File: src/rtl/reorder_buffer.sv
// Circular reorder buffer feeding the retire stage: in-order allocate, CDB writeback, head retire.
// Optional macro ROB_WB_BYPASS_EN forwards a same-cycle writeback to the head onto head_ready/head_value.
module reorder_buffer #(
    parameter int DEPTH  = 16,
    parameter int TAG_W  = $clog2(DEPTH),
    parameter int REG_W  = 5,
    parameter int DATA_W = 64
) (
    input  logic              clk,
    input  logic              reset,
    input  logic              flush,
    input  logic              alloc_valid,
    input  logic [REG_W-1:0]  alloc_rd,
    output logic              alloc_ready,
    output logic [TAG_W-1:0]  alloc_tag,
    input  logic              wb_valid,
    input  logic [TAG_W-1:0]  wb_tag,
    input  logic [DATA_W-1:0] wb_value,
    output logic              head_valid,
    output logic              head_ready,
    output logic [REG_W-1:0]  head_rd,
    output logic [DATA_W-1:0] head_value,
    output logic [TAG_W-1:0]  head_tag,
    input  logic              rob_decrement,
    output logic [TAG_W:0]    count,
    output logic              empty,
    output logic              full
);

    localparam logic [TAG_W:0] DEPTH_CNT = (TAG_W+1)'(DEPTH);

    logic [DEPTH-1:0]  valid_q, valid_d;
    logic [DEPTH-1:0]  ready_q, ready_d;
    logic [REG_W-1:0]  rd_q    [DEPTH];
    logic [DATA_W-1:0] value_q [DEPTH];
    logic [TAG_W-1:0]  head_q, head_d;
    logic [TAG_W-1:0]  tail_q, tail_d;
    logic [TAG_W:0]    count_q, count_d;

    logic bypass_hit;
    logic alloc_fire;
    logic retire_fire;
    logic wb_fire;

    // Status flags come from the registered count only; a same-cycle retire never frees a slot early.
    assign full        = (count_q == DEPTH_CNT);
    assign empty       = (count_q == '0);
    assign alloc_ready = !full;
    assign alloc_tag   = tail_q;
    assign count       = count_q;
    assign head_tag    = head_q;
    assign head_valid  = valid_q[head_q];

`ifdef ROB_WB_BYPASS_EN
    assign bypass_hit = wb_valid && (wb_tag == head_q) && head_valid;
`else
    assign bypass_hit = 1'b0;
`endif

    assign head_ready = head_valid && (ready_q[head_q] || bypass_hit);
    assign head_rd    = head_valid ? rd_q[head_q] : '0;
    assign head_value = !head_valid ? '0 : (bypass_hit ? wb_value : value_q[head_q]);

    assign alloc_fire  = alloc_valid && !full && !flush;
    assign retire_fire = rob_decrement && head_ready && !flush;
    // A writeback racing the retire of its own entry is dropped with the entry.
    assign wb_fire     = wb_valid && valid_q[wb_tag] && !flush
                         && !(retire_fire && (wb_tag == head_q));

    // NOTE: combinational logic uses blocking '='; every output is defaulted first so no latch is inferred.
    always_comb begin
        valid_d = valid_q;
        ready_d = ready_q;
        head_d  = head_q;
        tail_d  = tail_q;
        count_d = count_q;
        if (flush) begin
            valid_d = '0;
            ready_d = '0;
            head_d  = '0;
            tail_d  = '0;
            count_d = '0;
        end else begin
            if (wb_fire) begin
                ready_d[wb_tag] = 1'b1;
            end
            if (retire_fire) begin
                valid_d[head_q] = 1'b0;
                ready_d[head_q] = 1'b0;
                head_d          = head_q + TAG_W'(1);
            end
            if (alloc_fire) begin
                valid_d[tail_q] = 1'b1;
                ready_d[tail_q] = 1'b0;
                tail_d          = tail_q + TAG_W'(1);
            end
            unique case ({alloc_fire, retire_fire})
                2'b10:   count_d = count_q + (TAG_W+1)'(1);
                2'b01:   count_d = count_q - (TAG_W+1)'(1);
                default: count_d = count_q;
            endcase
        end
    end

    // NOTE: sequential state uses non-blocking '<=' so every register samples pre-edge values.
    always_ff @(posedge clk or negedge reset) begin
        if (!reset) begin
            valid_q <= '0;
            ready_q <= '0;
            head_q  <= '0;
            tail_q  <= '0;
            count_q <= '0;
        end else begin
            valid_q <= valid_d;
            ready_q <= ready_d;
            head_q  <= head_d;
            tail_q  <= tail_d;
            count_q <= count_d;
        end
    end

    // NOTE: payload storage has no reset; valid_q gates every read and allocation rewrites rd/value.
    always_ff @(posedge clk) begin
        if (alloc_fire) begin
            rd_q[tail_q]    <= alloc_rd;
            value_q[tail_q] <= '0;
        end
        if (wb_fire) begin
            value_q[wb_tag] <= wb_value;
        end
    end

endmodule

File: config.mk
export PLATFORM = sky130hd
export DESIGN_NAME = reorder_buffer
export DESIGN_NICKNAME = d
export VERILOG_FILES = /design/src/rtl/reorder_buffer.sv
export SDC_FILE = /design/constraint.sdc
export NUM_CORES = 2
export LEC_CHECK = 0
export BUFFER_PORTS_ARGS = -buffer_cell sky130_fd_sc_hd__buf_2
export CORE_MARGIN = 2
export CORE_UTILIZATION = 30
export DETAILED_ROUTE_END_ITERATION = 10
export PLACE_DENSITY = 0.45
export SLEW_MARGIN = 20
export SYNTH_ARGS = -nofsm -noshare
export SYNTH_HDL_FRONTEND = slang
export SYNTH_SLANG_ARGS = --single-unit
File: constraint.sdc
create_clock -name clk -period 16.9 [get_ports clk]
set_input_delay 3.38 -clock clk [delete_from_list [all_inputs] [get_ports clk]]
set_output_delay 3.38 -clock clk [all_outputs]
set_load 0.05 [all_outputs]
**Yosys cells after proc, flatten, opt, wreduce, memory -nomap -nowiden**

Memories as Yosys holds them, arrays and structs flattened.
Cells that the tools add are included.

- Memory bits (writable): 1,104
- Logic and storage cells: 81
- Register bits: 45
- Memories kept: 2

- Muxes and demuxes: 34
- Bitwise gates (word level): 7
- Add/subtract/negate cells: 4
- Equal/unequal tests: 4
- Reductions and logical operators: 19
- Order comparisons: 6

Memory list:

| name | words | width | read ports | clocked after Yosys merged registers in | wr ports | RTL line | source |
|---|---|---|---|---|---|---|---|
| value_q | 16 | 64 | 1 | 0 | 2 | 35 | `logic [DATA_W-1:0] value_q [DEPTH];` |
| rd_q | 16 | 5 | 1 | 0 | 1 | 34 | `logic [REG_W-1:0] rd_q [DEPTH];` |

Operators with widths:

| operator | number |
|---|---|
| $mux W16 | 10 |
| $mux W64 | 1 |
| $and A16 B16 Y16 | 3 |
| $not A16 Y16 | 2 |
| $or A16 B16 Y16 | 2 |
| $mux W4 | 4 |
| $lt A4 B5 Y1 const B | 3 |
| $bmux W1 S4 | 3 |
| $demux W1 S4 | 3 |
| $ge A4 B1 Y1 const B | 3 |
| $logic_and A1 B1 Y1 | 12 |
| $mux W1 | 10 |
| $mux W5 | 2 |
| $pmux W5 S2 | 1 |
| $add A4 B1 Y4 const B | 2 |
| $add A5 B1 Y5 const B | 1 |
| $eq A5 B5 Y1 const B | 1 |
| $logic_not A5 Y1 | 1 |
| $sub A5 B1 Y5 const B | 1 |
| $eq A4 B4 Y1 | 1 |
| $reduce_bool A2 Y1 | 2 |
| $logic_not A1 Y1 | 3 |
| $reduce_bool A3 Y1 | 1 |
| $eq A2 B1 Y1 const B | 1 |
| $eq A2 B2 Y1 const B | 1 |

**Longest topological paths before layout**

- Depth after elaboration: 16
- Mapped depth: 15
- Gate-level depth less buffers: 12

**Worst setup path after synthesis**

Ideal clock, no wire load.

- Path type: input to register
- From: input wb_tag[1]
- To: memory value_q[12][0], enable pin
- Cell stages on the path: 7
- Library setup time: 0.574 ns
- Data arrival time: 8.984 ns
- Path buffers: 2
- Slack: 7.341 ns
- Data required time: 16.326 ns
- Path through: clkbuf_1 mux4_2 mux2i_1 nor2b_1 clkbuf_1 nand3_1 o21ai_0

RTL lines:

| item | RTL line | source |
|---|---|---|
| start, declared | 17 | `input logic [TAG_W-1:0] wb_tag,` |
| end, declared | 35 |  |

**Worst setup path after layout**

- From: register head_q[0], in the netlist head_tag[0]
- To: output head_value[45]

- Longest elaborated chain between the ends: 3
- Elaborated cells between the ends (all ways): 4
- Classes of those cells: 3 x mux; 1 x memory

RTL lines:

| item | RTL line | source |
|---|---|---|
| start, declared | 36 | `logic [TAG_W-1:0] head_q, head_d;` |
| start signal, assigned | 110 | `head_q <= '0;` |
| start signal, assigned | 116 | `head_q <= head_d;` |
| $bmux W1 S4 | 52 | `assign head_valid = valid_q[head_q];` |
| $mux W1 (implied by the code) | 52 |  |
| $mux W64 * | 62 | `assign head_value = !head_valid ? '0 : (bypass_hit ? wb_value : value_q[head_q]);` |
| end, declared | 22 | `output logic [DATA_W-1:0] head_value,` |

Mark *: on every way between the ends. The rest lies on a longest branch, timed or not. The select of a mux whose other input is x is not followed.

==> results.toml <==
[sta]
final-hold-violation-count = 0
report.final.slew_viol_count = 0
worst_pin_slew_ns = 1.11
period_needed_ns = 9.42
fin_skew_ns = 0.0313
finalSetupViolCount = 0
period_share_pct = 55.7
max_slew_margin_pct = 26.0
rsz0062_at_grt = "no"
setup_tns_ns = 0
holdWs_ns = 0.502
timing.fmax_mhz = 106

[clock_tree]
numCtsBuffers = 133
htree_levels = 4
tritoncts = "done"
cts.sinks = 1149
path_clk_slew_ns = 0.06
root_buffer = "clkbuf_16"
cts_buffer_depth = 3
cts_setup_buffers = 0
hold_buffers = 0
cts_resized = 0
insertion_delay_ns = 0.79

[power_and_ir_drop]
finalPower_uw = 6110
ir_worst_vdd_uv = 102
total_leakage_power_uw = 0.0182
p_per_area_nw_per_um2 = 103

[status]
outcome = "completed"

[placement]
place_congestion = 0.742
portBuffers = 165
dpl-instance-area_um2 = 55300
hpwlAfterDp_mm = 87.1

[synthesis]
synth_edf_count = 1104
synth_cell_types = 50
synth.avg_cell_area_um2 = 15.4
syn_inst = 3382
netlist.area_leader.share_pct = 63.6
synth_ff_type = "edfxtp_1"
synth_warnings = 0
ys_seq_area_share_pct = 65.7
syn-cell-area_um2 = 52100
async_reset_ff_share_pct = 3.92
synth.ff_latch_count = 1149
synth_area_leader_cell = "edfxtp_1"
synthesis.nets = 3471
synth_area_leaders = "edfxtp_1, mux4_2, nor2_1"

[die]
core_um2 = 173000
io_pins = 166
rows = 153
die_y_um = 421
start_util_pct = 30.1
fp.dieArea_um2 = 177000
die_w_um = 421

[setup_path]
path_class = "reg -> out"
critical_path_arrival_ns = 6.04
cp-end-kind = "output pin"
cp.required_ns = 13.52
worstPathMaxFanout = 39
start_kind = "flop"

[detailed_routing]
vias = 29400
dr.pass1.iters = 7
drt_iter0_drc = 2500
wl_per_cell_um = 27.5
wirelength_mm = 163
antenna_left = 0
viasPerCell = 4.96
drc = 0

[global_route]
grt_max_degree = 185
grt_pass1_wl_mm = 236
track_usage_pct = 18.5
grt_overflow = 0
grt_pass1_vias = 31200
antenna_found_initial = 27

[min_path]
worst_hold_path_type = "reg -> reg"

[job]
maxCapViolCount = 0

[layout]
design_area_um2 = 59500
drive_gt1_share_pct = 28.2
areaGrowthSynthToFinish_pct = 14.0
nets = 3595
==> metrics by stage <==
step	setup WS [ns]	std cells	util, %
final	7.48	5935	34.3
after global routing	6.94	5931	34.3
after global placement	8.16	5694	31.9
after floorplan	7.34	3382	-
after detailed placement	8.09	5696	31.9
after CTS	7.22	5927	34.3
==> cells by family after synthesis <==
| group | Yosys count | synth area share (%) |
|---|---|---|
| compound gates | 82 | 1.09 |
| xor+xnor | 11 | 0.185 |
| fa+ha+maj | 10 | 0.240 |
| buf+inv | 272 | 2.92 |
| flops | 1149 | 65.7 |
| mux | 364 | 15.6 |
| simple gates | 1494 | 14.3 |
==> critical path: stages, from the launching register on <==
cell and delay (ns):
dfrtp_4 0.71, buf_4 0.71, buf_4 0.77, buf_4 0.83, buf_4 0.65, mux4_2 0.57, mux4_2 0.47, and2_1 0.21
buf_2 0.22
==> sequential cells by signal, summed over array words and instances, names as in the netlist <==
| register | count |
|---|---|
| value_q | 1024 |
| rd_q | 80 |
| head_tag | 4 |
| valid_q | 16 |
| alloc_tag | 4 |
| count | 5 |
| ready_q | 16 |
==> placed cells by master (no fill, tap or decap), types with 30 or more instances in the layout <==
cell          n
mux4_2      357
nand2_1     296
dfrtp_1      41
buf_2       165
clkbuf_16   134
buf_4        67
nor2_1      857
nor2_4      202
edfxtp_1   1104
clkbuf_1     30
and2_1       73
==> layer usage <==
layer	part of all wire (%)	GRT usage, %
met5	0.038	0
met4	2.0	4.64
met3	4.5	2.64
met2	50	31.3
met1	43	24.9
==> cell usage after synthesis (2+ instances only) <==
master and instances:
a31oi_1 10, clkbuf_1 115, ha_1 10, buf_8 2, o21ai_0 20, mux2i_1 4
a22oi_1 2, buf_2 79, nor2_4 200, nor4_1 4, nor2_2 5, edfxtp_1 1104
nand3_1 24, buf_1 27, dfrtp_1 45, xnor2_1 8, a21o_1 13, nand2_1 296
clkinv_1 2, buf_12 20, a21oi_1 13, nand4_1 3, nor2b_1 12, and2_1 73
nor2_1 859, mux4_2 357, a41oi_1 2, mux2_2 3, or2_2 4, nand3b_1 2
buf_6 7, nor3_1 5, o31ai_1 2, o211a_1 11, o2111a_1 2, inv_1 20
xor2_1 3, o221a_2 2
==> power breakdown <==
| group | total, uW | switching [uW] | internal (uW) |
|---|---|---|---|
| registers | 3100 | 5.44 | 3090 |
| clock network | 2810 | 1220 | 1590 |
| logic | 196 | 154 | 42.5 |
==> path summary, 6_finish.rpt <==
path	from	endpoint	slack [ns]	cells past startpoint
max	head_tag[0]	head_value[45]	7.48	8
min reg2reg	valid_q[11]	valid_q[11]	0.50	1
max reg2reg	head_tag[1]	value_q[6][15]	9.85	11
min	valid_q[11]	valid_q[11]	0.50	1
min in group asynchronous	reset	count[4]	2.70	2
max in group asynchronous	reset	head_tag[1]	13.68	2
==> final cells by class <==
cell class | count | area [um^2]
clock buffers | 164 | 3470
flip-flops and latches | 1149 | 34300
diodes | 8 | 20.0
clock inverters | 67 | 681
inverters | 22 | 85.1
fillers | 16700 | 114000
multi-input cells | 1961 | 16500
well taps | 2325 | 2910
repair buffers | 239 | 1470
Note: power is estimated with default switching activity, not from simulation.
